### config.mk
export PLATFORM = sky130hd
export DESIGN_NAME = sound_arbiter
export DESIGN_NICKNAME = d
export VERILOG_FILES = /design/src/rtl/sound_pkg.sv /design/src/rtl/sound_seq_rom.sv /design/src/rtl/sound_arbiter.sv
export SDC_FILE = /design/constraint.sdc
export NUM_CORES = 1
export LEC_CHECK = 0
export CAP_MARGIN = 5
export CORE_MARGIN = 2
export CORE_UTILIZATION = 54
export CTS_CLUSTER_SIZE = 14
export DETAILED_ROUTE_END_ITERATION = 10
export PLACE_DENSITY = 0.76
export SLEW_MARGIN = 20
export SYNTH_ARGS = -nofsm -noshare
export SYNTH_HDL_FRONTEND = slang
export SYNTH_SLANG_ARGS = --single-unit
### constraint.sdc
create_clock -name clk_100MHz -period 2.2 [get_ports clk_100MHz]
set_input_delay 0.44 -clock clk_100MHz [delete_from_list [all_inputs] [get_ports clk_100MHz]]
set_output_delay 0.44 -clock clk_100MHz [all_outputs]
set_load 0.01 [all_outputs]
### src/rtl/sound_pkg.sv
// sound_pkg: shared constants, note sequence table and helpers for the Pong sound arbiter.
//   - Tone codes selecting one of the four square-wave generators.
//   - Event indices; a higher index means a higher priority.
//   - FSM state encodings (plain localparams so legacy tools can read them).
//   - note_t: one note of a sequence (tone code plus a length class).
//   - seq_note()/num_notes(): the fixed note sequence of every event.
//   - prio_pick(): index of the highest-priority set bit.
package sound_pkg;

  localparam logic [1:0] TONE_440  = 2'd0;
  localparam logic [1:0] TONE_500  = 2'd1;
  localparam logic [1:0] TONE_1000 = 2'd2;
  localparam logic [1:0] TONE_2000 = 2'd3;

  localparam logic [1:0] EVT_PADDLE    = 2'd0;
  localparam logic [1:0] EVT_WALL      = 2'd1;
  localparam logic [1:0] EVT_SCORE     = 2'd2;
  localparam logic [1:0] EVT_GAME_OVER = 2'd3;

  localparam logic [1:0] ST_IDLE = 2'd0;
  localparam logic [1:0] ST_PLAY = 2'd1;
  localparam logic [1:0] ST_GAP  = 2'd2;

  // Length classes; the cycle counts are resolved by sound_seq_rom parameters.
  localparam logic [1:0] LEN_SHORT = 2'd0;
  localparam logic [1:0] LEN_MED   = 2'd1;
  localparam logic [1:0] LEN_LONG  = 2'd2;

  localparam logic [2:0] NUM_NOTES_PADDLE    = 3'd1;
  localparam logic [2:0] NUM_NOTES_WALL      = 3'd1;
  localparam logic [2:0] NUM_NOTES_SCORE     = 3'd2;
  localparam logic [2:0] NUM_NOTES_GAME_OVER = 3'd4;

  typedef struct packed {
    logic [1:0] code;
    logic [1:0] len_sel;
  } note_t;

  function automatic logic [2:0] num_notes(input logic [1:0] evt);
    logic [2:0] n;
    case (evt)
      EVT_PADDLE: n = NUM_NOTES_PADDLE;
      EVT_WALL:   n = NUM_NOTES_WALL;
      EVT_SCORE:  n = NUM_NOTES_SCORE;
      default:    n = NUM_NOTES_GAME_OVER;
    endcase
    return n;
  endfunction

  function automatic note_t seq_note(input logic [1:0] evt, input logic [1:0] idx);
    note_t n;
    n.code    = TONE_1000;
    n.len_sel = LEN_SHORT;
    case (evt)
      EVT_PADDLE: begin
        n.code    = TONE_1000;
        n.len_sel = LEN_SHORT;
      end
      EVT_WALL: begin
        n.code    = TONE_500;
        n.len_sel = LEN_SHORT;
      end
      EVT_SCORE: begin
        n.code    = (idx == 2'd0) ? TONE_500 : TONE_1000;
        n.len_sel = LEN_MED;
      end
      default: begin
        n.len_sel = LEN_LONG;
        case (idx)
          2'd0:    n.code = TONE_500;
          2'd1:    n.code = TONE_1000;
          2'd2:    n.code = TONE_2000;
          default: n.code = TONE_440;
        endcase
      end
    endcase
    return n;
  endfunction

  // Later assignments win, so the highest set index is returned.
  function automatic logic [1:0] prio_pick(input logic [3:0] p);
    logic [1:0] g;
    g = 2'd0;
    for (int i = 0; i < 4; i++) begin
      if (p[i]) g = 2'(i);
    end
    return g;
  endfunction

endpackage

### src/rtl/sound_seq_rom.sv
// sound_seq_rom: combinational lookup of one note of an event's fixed sequence.
//   evt_i      - event index (EVT_*)
//   note_idx_i - note position inside the sequence
//   code_o     - tone code of that note
//   len_o      - note length in clock cycles
//   last_o     - high when this is the final note of the sequence
module sound_seq_rom
  import sound_pkg::*;
#(
  parameter int unsigned T_SHORT = 5_000_000,
  parameter int unsigned T_MED   = 10_000_000,
  parameter int unsigned T_LONG  = 50_000_000,
  parameter int unsigned CNT_W   = 26
) (
  input  logic [1:0]       evt_i,
  input  logic [1:0]       note_idx_i,
  output logic [1:0]       code_o,
  output logic [CNT_W-1:0] len_o,
  output logic             last_o
);

  note_t note;

  always_comb begin
    note   = seq_note(evt_i, note_idx_i);
    code_o = note.code;
    case (note.len_sel)
      LEN_SHORT: len_o = CNT_W'(T_SHORT);
      LEN_MED:   len_o = CNT_W'(T_MED);
      default:   len_o = CNT_W'(T_LONG);
    endcase
    last_o = ({1'b0, note_idx_i} == (num_notes(evt_i) - 3'd1));
  end

endmodule

### src/rtl/sound_arbiter.sv
// sound_arbiter: shares the single tone datapath among the four Pong sound events.
//   clk_100MHz - system clock
//   reset_n    - asynchronous active-low reset
//   req[3:0]   - one-cycle event pulses: 0=paddle 1=wall 2=score 3=game_over
//   tone_sel   - tone code for the speaker mux
//   tone_en    - speaker gate, high only while a note sounds
//   busy       - high while a sequence is playing (note or gap)
//   active_evt - event being played; holds its last value when idle
//   drop       - one-cycle pulse when a request is merged or discarded
// Build option: define SOUND_PREEMPT_EN to let a strictly higher-priority pending event
// abort the running sequence.
module sound_arbiter
  import sound_pkg::*;
#(
  parameter int unsigned CLK_FREQ = 100_000_000,
  parameter int unsigned T_SHORT  = 5_000_000,
  parameter int unsigned T_MED    = 10_000_000,
  parameter int unsigned T_LONG   = 50_000_000,
  parameter int unsigned T_GAP    = 10_000_000,
  parameter int unsigned CNT_W    = 26
) (
  input  logic       clk_100MHz,
  input  logic       reset_n,
  input  logic [3:0] req,
  output logic [1:0] tone_sel,
  output logic       tone_en,
  output logic       busy,
  output logic [1:0] active_evt,
  output logic       drop
);

  logic [3:0]       req_q, pending_q, pending_d;
  logic [1:0]       state_q, state_d;
  logic [CNT_W-1:0] timer_q, timer_d;
  logic [1:0]       note_idx_q, note_idx_d;
  logic             last_q, last_d;
  logic [1:0]       tone_sel_q, tone_sel_d;
  logic             tone_en_q, tone_en_d;
  logic [1:0]       active_evt_q, active_evt_d;
  logic             drop_q, drop_d;

  logic [1:0]       grant_evt;
  logic             preempt, do_grant;
  logic [3:0]       granted;
  logic [1:0]       rom_evt, rom_idx, rom_code;
  logic [CNT_W-1:0] rom_len;
  logic             rom_last;

  always_comb begin
    grant_evt = prio_pick(pending_q);
`ifdef SOUND_PREEMPT_EN
    preempt = (state_q != ST_IDLE) && (|pending_q) && (grant_evt > active_evt_q);
`else
    preempt = 1'b0;
`endif
    do_grant = ((state_q == ST_IDLE) && (|pending_q)) || preempt;
    // One ROM serves both the first note of a grant and the next note after a gap.
    rom_evt  = do_grant ? grant_evt : active_evt_q;
    rom_idx  = do_grant ? 2'd0 : note_idx_q + 2'd1;
  end

  sound_seq_rom #(
    .T_SHORT(T_SHORT),
    .T_MED  (T_MED),
    .T_LONG (T_LONG),
    .CNT_W  (CNT_W)
  ) u_rom (
    .evt_i     (rom_evt),
    .note_idx_i(rom_idx),
    .code_o    (rom_code),
    .len_o     (rom_len),
    .last_o    (rom_last)
  );

  always_comb begin
    state_d      = state_q;
    timer_d      = timer_q;
    note_idx_d   = note_idx_q;
    last_d       = last_q;
    tone_sel_d   = tone_sel_q;
    tone_en_d    = tone_en_q;
    active_evt_d = active_evt_q;
    drop_d       = preempt;
    granted      = 4'b0000;

    if (do_grant) begin
      granted      = 4'b0001 << grant_evt;
      active_evt_d = grant_evt;
      note_idx_d   = 2'd0;
      tone_sel_d   = rom_code;
      tone_en_d    = 1'b1;
      timer_d      = rom_len - CNT_W'(1);
      last_d       = rom_last;
      state_d      = ST_PLAY;
    end else begin
      case (state_q)
        ST_PLAY: begin
          if (timer_q == '0) begin
            tone_en_d = 1'b0;
            timer_d   = CNT_W'(T_GAP - 1);
            state_d   = ST_GAP;
          end else begin
            timer_d = timer_q - CNT_W'(1);
          end
        end
        ST_GAP: begin
          if (timer_q == '0) begin
            if (!last_q) begin
              note_idx_d = note_idx_q + 2'd1;
              tone_sel_d = rom_code;
              tone_en_d  = 1'b1;
              timer_d    = rom_len - CNT_W'(1);
              last_d     = rom_last;
              state_d    = ST_PLAY;
            end else begin
              state_d = ST_IDLE;
            end
          end else begin
            timer_d = timer_q - CNT_W'(1);
          end
        end
        default: ;
      endcase
    end

    // A request landing on the bit being granted re-queues it instead of merging.
    pending_d = (pending_q & ~granted) | req_q;
    if (|(req_q & pending_q & ~granted)) drop_d = 1'b1;
  end

  always_ff @(posedge clk_100MHz or negedge reset_n) begin
    if (!reset_n) begin
      req_q        <= 4'b0000;
      pending_q    <= 4'b0000;
      state_q      <= ST_IDLE;
      timer_q      <= '0;
      note_idx_q   <= 2'd0;
      last_q       <= 1'b0;
      tone_sel_q   <= 2'd0;
      tone_en_q    <= 1'b0;
      active_evt_q <= 2'd0;
      drop_q       <= 1'b0;
    end else begin
      req_q        <= req;
      pending_q    <= pending_d;
      state_q      <= state_d;
      timer_q      <= timer_d;
      note_idx_q   <= note_idx_d;
      last_q       <= last_d;
      tone_sel_q   <= tone_sel_d;
      tone_en_q    <= tone_en_d;
      active_evt_q <= active_evt_d;
      drop_q       <= drop_d;
    end
  end

  assign tone_sel   = tone_sel_q;
  assign tone_en    = tone_en_q;
  assign busy       = (state_q != ST_IDLE);
  assign active_evt = active_evt_q;
  assign drop       = drop_q;

endmodule
==> out/qor.csv, run 1 <==
stage;metric;value;unit
timing;Slew HR;62.4;%
timing;Max Clock Freq;432;MHz
setup_path;Worst Path Arrival;2540;ps
placed_design;Cell Area, Placed;3190;sq um
cells_and_area;Layout Cells excl Fill;429;
setup_path;startpoint types;register;
floorplanning;Ports;13;
floorplanning;Initial Util;56.2;%
drt;Detailed Route WL;7040;um
global_route;vias in the first global route;2441;
synth;asr flop ratio synth;100;%
clock_network;CTS Buffer Depth;2;
status;status;finished with violations;
placed_design;# placed instances;418;
floorplanning;die area;5490;sq um
cells_and_area;final instance area;3400;sq um
flow_run;Max-cap violations;0;
synth;Post-Syn Instances;299;
floorplanning;core region area;4720;sq um
clock_network;Worst-path clk slew;90;ps
drt;total number of vias;2615;
timing;period utilisation layout;105;%
synth;Post-synth EDFFs;0;
clock_network;clock sinks;45;
timing;final setup violation count;14;
global_route;GRT overflow;0;
timing;Clock Skews;7.38;ps
timing;Final min period;2320;ps
timing;final worst slack;-117;ps
cells_and_area;layout cells sized above 1;26.5;%
global_route;initial antenna violation count;0;
power_and_ir_drop;PwrDens;812;nW/um^2
global_route;first-pass GRT wire length;11700;um
synth;syn_area_per_cell;8.87;sq um
floorplanning;# rows;25;
status;failing checks;negative setup slack;
cells_and_area;commonest non-fill, non-tap cell in the layout;buf_4;
setup_path;critical path type;reg2reg;
worst_hold_path;worst min path class;in2async;
synth;synth unique cells;64;
cells_and_area;most frequent cells in the layout;buf_4 (53), dfrtp_1 (45), o21ai_0 (35), nand2_1 (30), nor2_1 (27);
clock_network;H-tree lvl count;2;
placed_design;detailed placement HPWL;5190;um
synth;YS warnings;0;
drt;vias per cell;6.10;
drt;DR DRC count;0;
clock_network;Clock Latency Late Sink;300;ps
setup_path;worst-path fanout max;9;
placed_design;pre-CTS WS;-90.5;ps
timing;pins over their slew limit;0;
synth;top_reg_cell synth;dfrtp_1;
drt;antenna viol nets, final;0;
global_route;Global Route Usage Sum;27.9;%
floorplanning;Die X;74.1;um
synth;register area share after synthesis;42.5;%
clock_network;Num CTS Buffers;5;
timing;RSZ-0062 raised after global routing;yes;
timing;final hold vios;0;
cells_and_area;Final nets;369;
placed_design;gpl congestion;0.941;
synth;flops & latches, synth;45;
cells_and_area;# diodes;0;
power_and_ir_drop;static leakage;1.44;nW
clock_network;Clock Tree Root;clkbuf_8;
clock_network;TritonCTS clock tree;done;
setup_path;Required @ worst endpoint;2430;ps
drt;1st-pass router iterations;5;
setup_path;Worst Setup End Kind;register;
power_and_ir_drop;maximum vdd drop;0.000556;V
drt;Avg WL per Cell;16.4;um
cells_and_area;Fillers;378;
synth;syn_nets;307;
floorplanning;Vert. Die Dim;74.1;um
placed_design;buffers added on ports;12;
drt;DR iter-0 viols;225;
global_route;largest net degree at the start of global routing;27;
clock_network;Hold Buf Count CTS;0;
timing;Worst Tran Pin Value;559;ps
cells_and_area;synthesis-to-finish area growth;28.2;%
synth;Netlist Area Pre-Place;2650;sq um
## stage by stage
stage	hold slack (ps)	TNS (ps)	total power (W)	utilization, %
after global routing	125	-2860	0.00294	72.0
after detailed placement	429	-542	0.00210	67.5
after floorplan	144	-159	0.00169	-
after CTS	104	-446	0.00276	70.4
final	86.3	-769	0.00276	72.0
after global placement	426	-143	0.00207	67.5
## cell usage after synthesis (all sizes together), types with 2 or more instances
| cell type | instances | area share [%] |
|---|---|---|
| a21o | 4 | 1.2 |
| a21oi | 22 | 4.2 |
| a22o | 3 | 0.99 |
| a22oi | 2 | 0.57 |
| a2bb2oi | 3 | 0.99 |
| a311o | 2 | 0.80 |
| a31oi | 9 | 2.1 |
| and3 | 2 | 0.47 |
| buf | 2 | 0.61 |
| clkbuf | 10 | 2.5 |
| dfrtp | 45 | 42 |
| ha | 2 | 0.94 |
| inv | 14 | 2.0 |
| mux2 | 2 | 0.85 |
| nand2 | 31 | 4.4 |
| nand2b | 2 | 0.47 |
| nand3 | 3 | 0.57 |
| nand4 | 6 | 2.0 |
| nor2 | 28 | 4.0 |
| nor2b | 3 | 0.71 |
| nor3 | 12 | 3.3 |
| nor3b | 2 | 0.57 |
| nor4 | 8 | 2.5 |
| o21ai | 41 | 7.7 |
| o221ai | 2 | 0.66 |
| o22ai | 3 | 1.2 |
| o31ai | 6 | 1.7 |
| o41ai | 2 | 0.66 |
| or2 | 2 | 0.47 |
| or3 | 4 | 0.99 |
| or4 | 3 | 1.0 |
| xor2 | 2 | 0.66 |
## kinds of logic after synthesis
kind of cell / share of synthesized area [%]
AND/OR/NAND/NOR: 23.5
AO/OA/AOI/OAI: 26.4
flip-flops: 42.5
buffers and inverters: 5.14
XOR/XNOR: 0.660
multiplexers: 0.849
adder cells (fa/ha/maj): 0.943
## registers in the layout, indices dropped and copies added, names as in the netlist, 2 cells and up
name and flops:
note_idx_q 2, req_q 4, tone_sel 2, state_q 2, active_evt 2, pending_q 4
timer_q 26
## worst paths after layout
| kind | start | slack [ps] | depth (start not counted) | to |
|---|---|---|---|---|
| setup / recovery | timer_q[15]$_DFFE_PN0P_ | -120 | 6 | timer_q[21]$_DFFE_PN0P_ |
| hold / removal | reset_n | 90 | 1 | timer_q[2]$_DFFE_PN0P_ |
| hold reg to reg | req_q[0]$_DFF_PN0_ | 440 | 2 | pending_q[0]$_DFF_PN0_ |
| max in group asynchronous | reset_n | 1600 | 2 | req_q[3]$_DFF_PN0_ |
| min in group clk_100MHz | req_q[0]$_DFF_PN0_ | 440 | 2 | pending_q[0]$_DFF_PN0_ |
| setup reg to reg | timer_q[15]$_DFFE_PN0P_ | -120 | 6 | timer_q[21]$_DFFE_PN0P_ |
## power by group
group	switching (W)	internal (W)	leakage, nW
Clock	0.000289	0.000369	0.0574
Sequential	0.000201	0.00102	0.517
Combinational	0.000436	0.000445	0.869
## critical path, stage by stage (launching register included)
cell	delay, ps
dfrtp_1	420
or4_4	530
or4b_4	570
nor3_4	220
o22ai_4	170
a21oi_2	180
a2bb2oi_1	160
## area by class of cell
cell class	count	area (sq um)	share of cell area [%]
Multi-Input combinational cell	228	1470	43.1
Sequential cell	45	1130	33.1
Timing Repair Buffer	67	553	16.3
Tap cell	67	83.8	2.47
Clock buffer	6	82.6	2.43
Inverter	14	52.6	1.55
Clock inverter	2	37.5	1.10
## metal layers
layer / vias up / wire length [um] / global-route usage (%)
li1: 1246 / - / -
met3: 20 / 339 / 2.98
met5: - / 0 / 0
met1: 1253 / 3080 / 37.3
met2: 96 / 3460 / 46.6
met4: 0 / 164 / 11.1
## repair_timing
item	CTS	global route
buffers inserted	1	2
pin swaps	1	1
setup endpoints to repair	22	30
gates resized for setup	5	11
(Power assumes the default switching activity.)
==> run 2, diff against run 1 <==
--- a/config.mk
+++ b/config.mk
@@ -10,7 +10,7 @@
 export CORE_UTILIZATION = 54
 export CTS_CLUSTER_SIZE = 14
 export DETAILED_ROUTE_END_ITERATION = 10
-export PLACE_DENSITY = 0.76
+export PLACE_DENSITY_LB_ADDON = 0.1
 export SLEW_MARGIN = 20
 export SYNTH_ARGS = -nofsm -noshare
 export SYNTH_HDL_FRONTEND = slang
==> out/qor.csv, run 2 (synthesis gave the netlist of run 1 again) <==
stage;metric;value;unit;change
placed_design;gpl congestion;0.928;;-1.4%
cells_and_area;Layout Cells excl Fill;430;;+0.23%
global_route;vias in the first global route;2477;;+1.5%
timing;final setup violation count;16;;+2
floorplanning;Die X;74.1;um;unchanged
setup_path;R2R cell count;7;;+1
global_route;first-pass GRT wire length;12000;um;+3.3%
clock_network;Worst-path clk slew;90;ps;about the same
clock_network;Clock Latency Late Sink;300;ps;about the same
setup_path;worst-path fanout max;4;;-5
worst_hold_path;worst min path class;in2async;;
power_and_ir_drop;static leakage;1.49;nW;+3.2%
setup_path;R2R Path End;timer_q[22]$_DFFE_PN0P_;;
flow_run;Max-cap violations;0;;unchanged
setup_path;critical path type;reg2reg;;
status;failing checks;negative setup slack;;
setup_path;Crit Reg-Reg Startpoint;timer_q[18]$_DFFE_PN0P_;;
floorplanning;core region area;4720;sq um;unchanged
power_and_ir_drop;P_int;0.00193;W;+5.0%
setup_path;Required @ worst endpoint;2440;ps;about the same
global_route;Global Route Usage Sum;28.9;%;+1.0 points
cells_and_area;Fillers;362;;-4.2%
setup_path;R2R setup slack;-120;ps;about the same
power_and_ir_drop;PwrDens;828;nW/um^2;+2.0%
drt;Detailed Route WL;7390;um;+4.9%
timing;Slew HR;52.5;%;-9.8 points
cells_and_area;# diodes;0;;unchanged
timing;Clock Skews;5.57;ps;-1.81 ps
drt;vias per cell;6.06;;-0.65%
placed_design;detailed placement HPWL;5130;um;-1.1%
power_and_ir_drop;total power;0.00288;W;+4.3%
floorplanning;die area;5490;sq um;unchanged
cells_and_area;commonest non-fill, non-tap cell in the layout;buf_4;;
status;status;finished with violations;;
timing;Final min period;2320;ps;+0.00100 ps
cells_and_area;area of the multi-input gates;1510;sq um;+2.8%
global_route;largest net degree at the start of global routing;25;;-7.4%
timing;pins over their slew limit;0;;unchanged
power_and_ir_drop;P_sw;0.000954;W;+3.0%
clock_network;Hold Buf Count CTS;0;;unchanged
clock_network;Clock Tree Root;clkbuf_8;;
drt;antenna viol nets, final;0;;unchanged
cells_and_area;register name with the most flops;timer_q;;
power_and_ir_drop;power share of the clock group;25.5;%;+1.7 points
clock_network;H-tree lvl count;2;;unchanged
setup_path;Worst Setup End Kind;register;;
clock_network;Num CTS Buffers;5;;unchanged
power_and_ir_drop;Combinational Power Share;31.4;%;-0.5 points
cells_and_area;max reg flops;26;;unchanged
floorplanning;Ports;13;;unchanged
timing;final hold vios;0;;unchanged
cells_and_area;synthesis-to-finish area growth;31.2;%;
power_and_ir_drop;Reg power frac;43.1;%;-1.1 points
drt;1st-pass router iterations;5;;unchanged
drt;total number of vias;2604;;-0.42%
cells_and_area;most frequent cells in the layout;buf_4 (52), dfrtp_1 (45), o21ai_0 (34), nand2_1 (29), nor2_1 (27);;
clock_network;CTS Buffer Depth;2;;unchanged
cells_and_area;Final nets;370;;+0.27%
timing;RSZ-0062 raised after global routing;yes;;
placed_design;# placed instances;415;;-0.72%
timing;final worst slack;-117;ps;-0.00100 ps
clock_network;clock sinks;45;;unchanged
timing;Worst Tran Pin Value;704;ps;+146 ps
drt;DR DRC count;0;;unchanged
floorplanning;Vert. Die Dim;74.1;um;unchanged
clock_network;TritonCTS clock tree;done;;
setup_path;startpoint types;register;;
timing;Max Clock Freq;432;MHz;unchanged
power_and_ir_drop;Sw Share;33.1;%;-0.44 points
drt;Avg WL per Cell;17.2;um;+4.7%
timing;period utilisation layout;105;%;about the same
floorplanning;Initial Util;56.2;%;unchanged
cells_and_area;layout cells sized above 1;27.0;%;+0.48 points
global_route;GRT overflow;0;;unchanged
drt;DR iter-0 viols;224;;-0.44%
power_and_ir_drop;maximum vdd drop;0.000601;V;+8.2%
setup_path;Worst Path Arrival;2560;ps;+20 ps
cells_and_area;register area;1130;sq um;unchanged
placed_design;buffers added on ports;12;;unchanged
floorplanning;# rows;25;;unchanged
cells_and_area;biggest regs;timer_q (26), pending_q (4), req_q (4);;
global_route;initial antenna violation count;0;;unchanged
## run 2: cell types whose count changed in the layout (fill, tap and decap cells not counted), sizes merged
cell	previous run	this run
buf	56	57
clkbuf	6	5
bufinv	1	2
clkinv	0	1
clkinvlp	1	0
## run 2: layout make-up
type	instances	area share, %
Multi-Input combinational cell	228	43.3
Timing Repair Buffer	68	16.6
Tap cell	67	2.41
Clock inverter	3	1.87
Clock buffer	5	1.98
Inverter	14	1.51
Sequential cell	45	32.4
## run 2: per-stage QoR
stage | setup TNS [ps] | setup WS [ps] | cell area (sq um) | util (%) | hold slack [ps]
floorplan | -159 | -59.8 | 2660 | - | 144
global placement | -808 | -121 | 3180 | 67.3 | 420
detailed placement | -1120 | -126 | 3180 | 67.3 | 424
CTS | -313 | -88.0 | 3360 | 71.2 | 135
global route | -1820 | -159 | 3480 | 73.7 | 156
finish | -833 | -117 | 3480 | 73.7 | 118
## run 2: per-layer routing
layer | GRT usage, % | vias to the layer above | share of wire, %
met3 | 4.34 | 19 | 5.8
met4 | 9.29 | 0 | 1.9
met1 | 39.6 | 1236 | 44
met5 | 0 | - | 0
met2 | 47.6 | 108 | 48
li1 | - | 1241 | -
## run 2: how the worst max path moves through the flow
stage,slack [ps],to,from,cells past startpoint
floorplan,-60,timer_q[6]$_DFFE_PN0P_,timer_q[15]$_DFFE_PN0P_,7
global placement,-120,note_idx_q[0]$_DFFE_PN0P_,timer_q[15]$_DFFE_PN0P_,8
detailed placement,-130,note_idx_q[0]$_DFFE_PN0P_,timer_q[15]$_DFFE_PN0P_,8
CTS,-90,timer_q[17]$_DFFE_PN0P_,timer_q[18]$_DFFE_PN0P_,6
global route,-160,timer_q[22]$_DFFE_PN0P_,timer_q[18]$_DFFE_PN0P_,7
finish,-120,timer_q[22]$_DFFE_PN0P_,timer_q[18]$_DFFE_PN0P_,7
## run 2: critical path, cell delays in order (launching register included)
cell     delay (ps)
dfrtp_1         380
or4_4           550
or4b_4          570
nor3_4          220
buf_4           160
buf_6           100
a21o_4          110
o221a_4         160
## run 2: what timing repair did
item | in CTS | in global routing
gates resized for setup | 9 | 15
buffers inserted | 2 | 5
pin swaps | 3 | 7
setup endpoints to repair | 27 | 31
## run 2: power by group through the flow
stage | clock (W) | sequential [W] | combinational (W)
floorplan | 0 | 0.00123 | 0.000465
global placement | 0 | 0.00123 | 0.000834
detailed placement | 0 | 0.00123 | 0.000852
CTS | 0.000749 | 0.00122 | 0.000878
global route | 0.000777 | 0.00126 | 0.00101
finish | 0.000736 | 0.00124 | 0.000905
==> run 3, diff against run 2 <==
--- a/config.mk
+++ b/config.mk
@@ -5,7 +5,6 @@
 export SDC_FILE = /design/constraint.sdc
 export NUM_CORES = 1
 export LEC_CHECK = 0
-export CAP_MARGIN = 5
 export CORE_MARGIN = 2
 export CORE_UTILIZATION = 54
 export CTS_CLUSTER_SIZE = 14
==> results of run 3 <==
Final layout, timing and power as in run 2 (identical DEF).
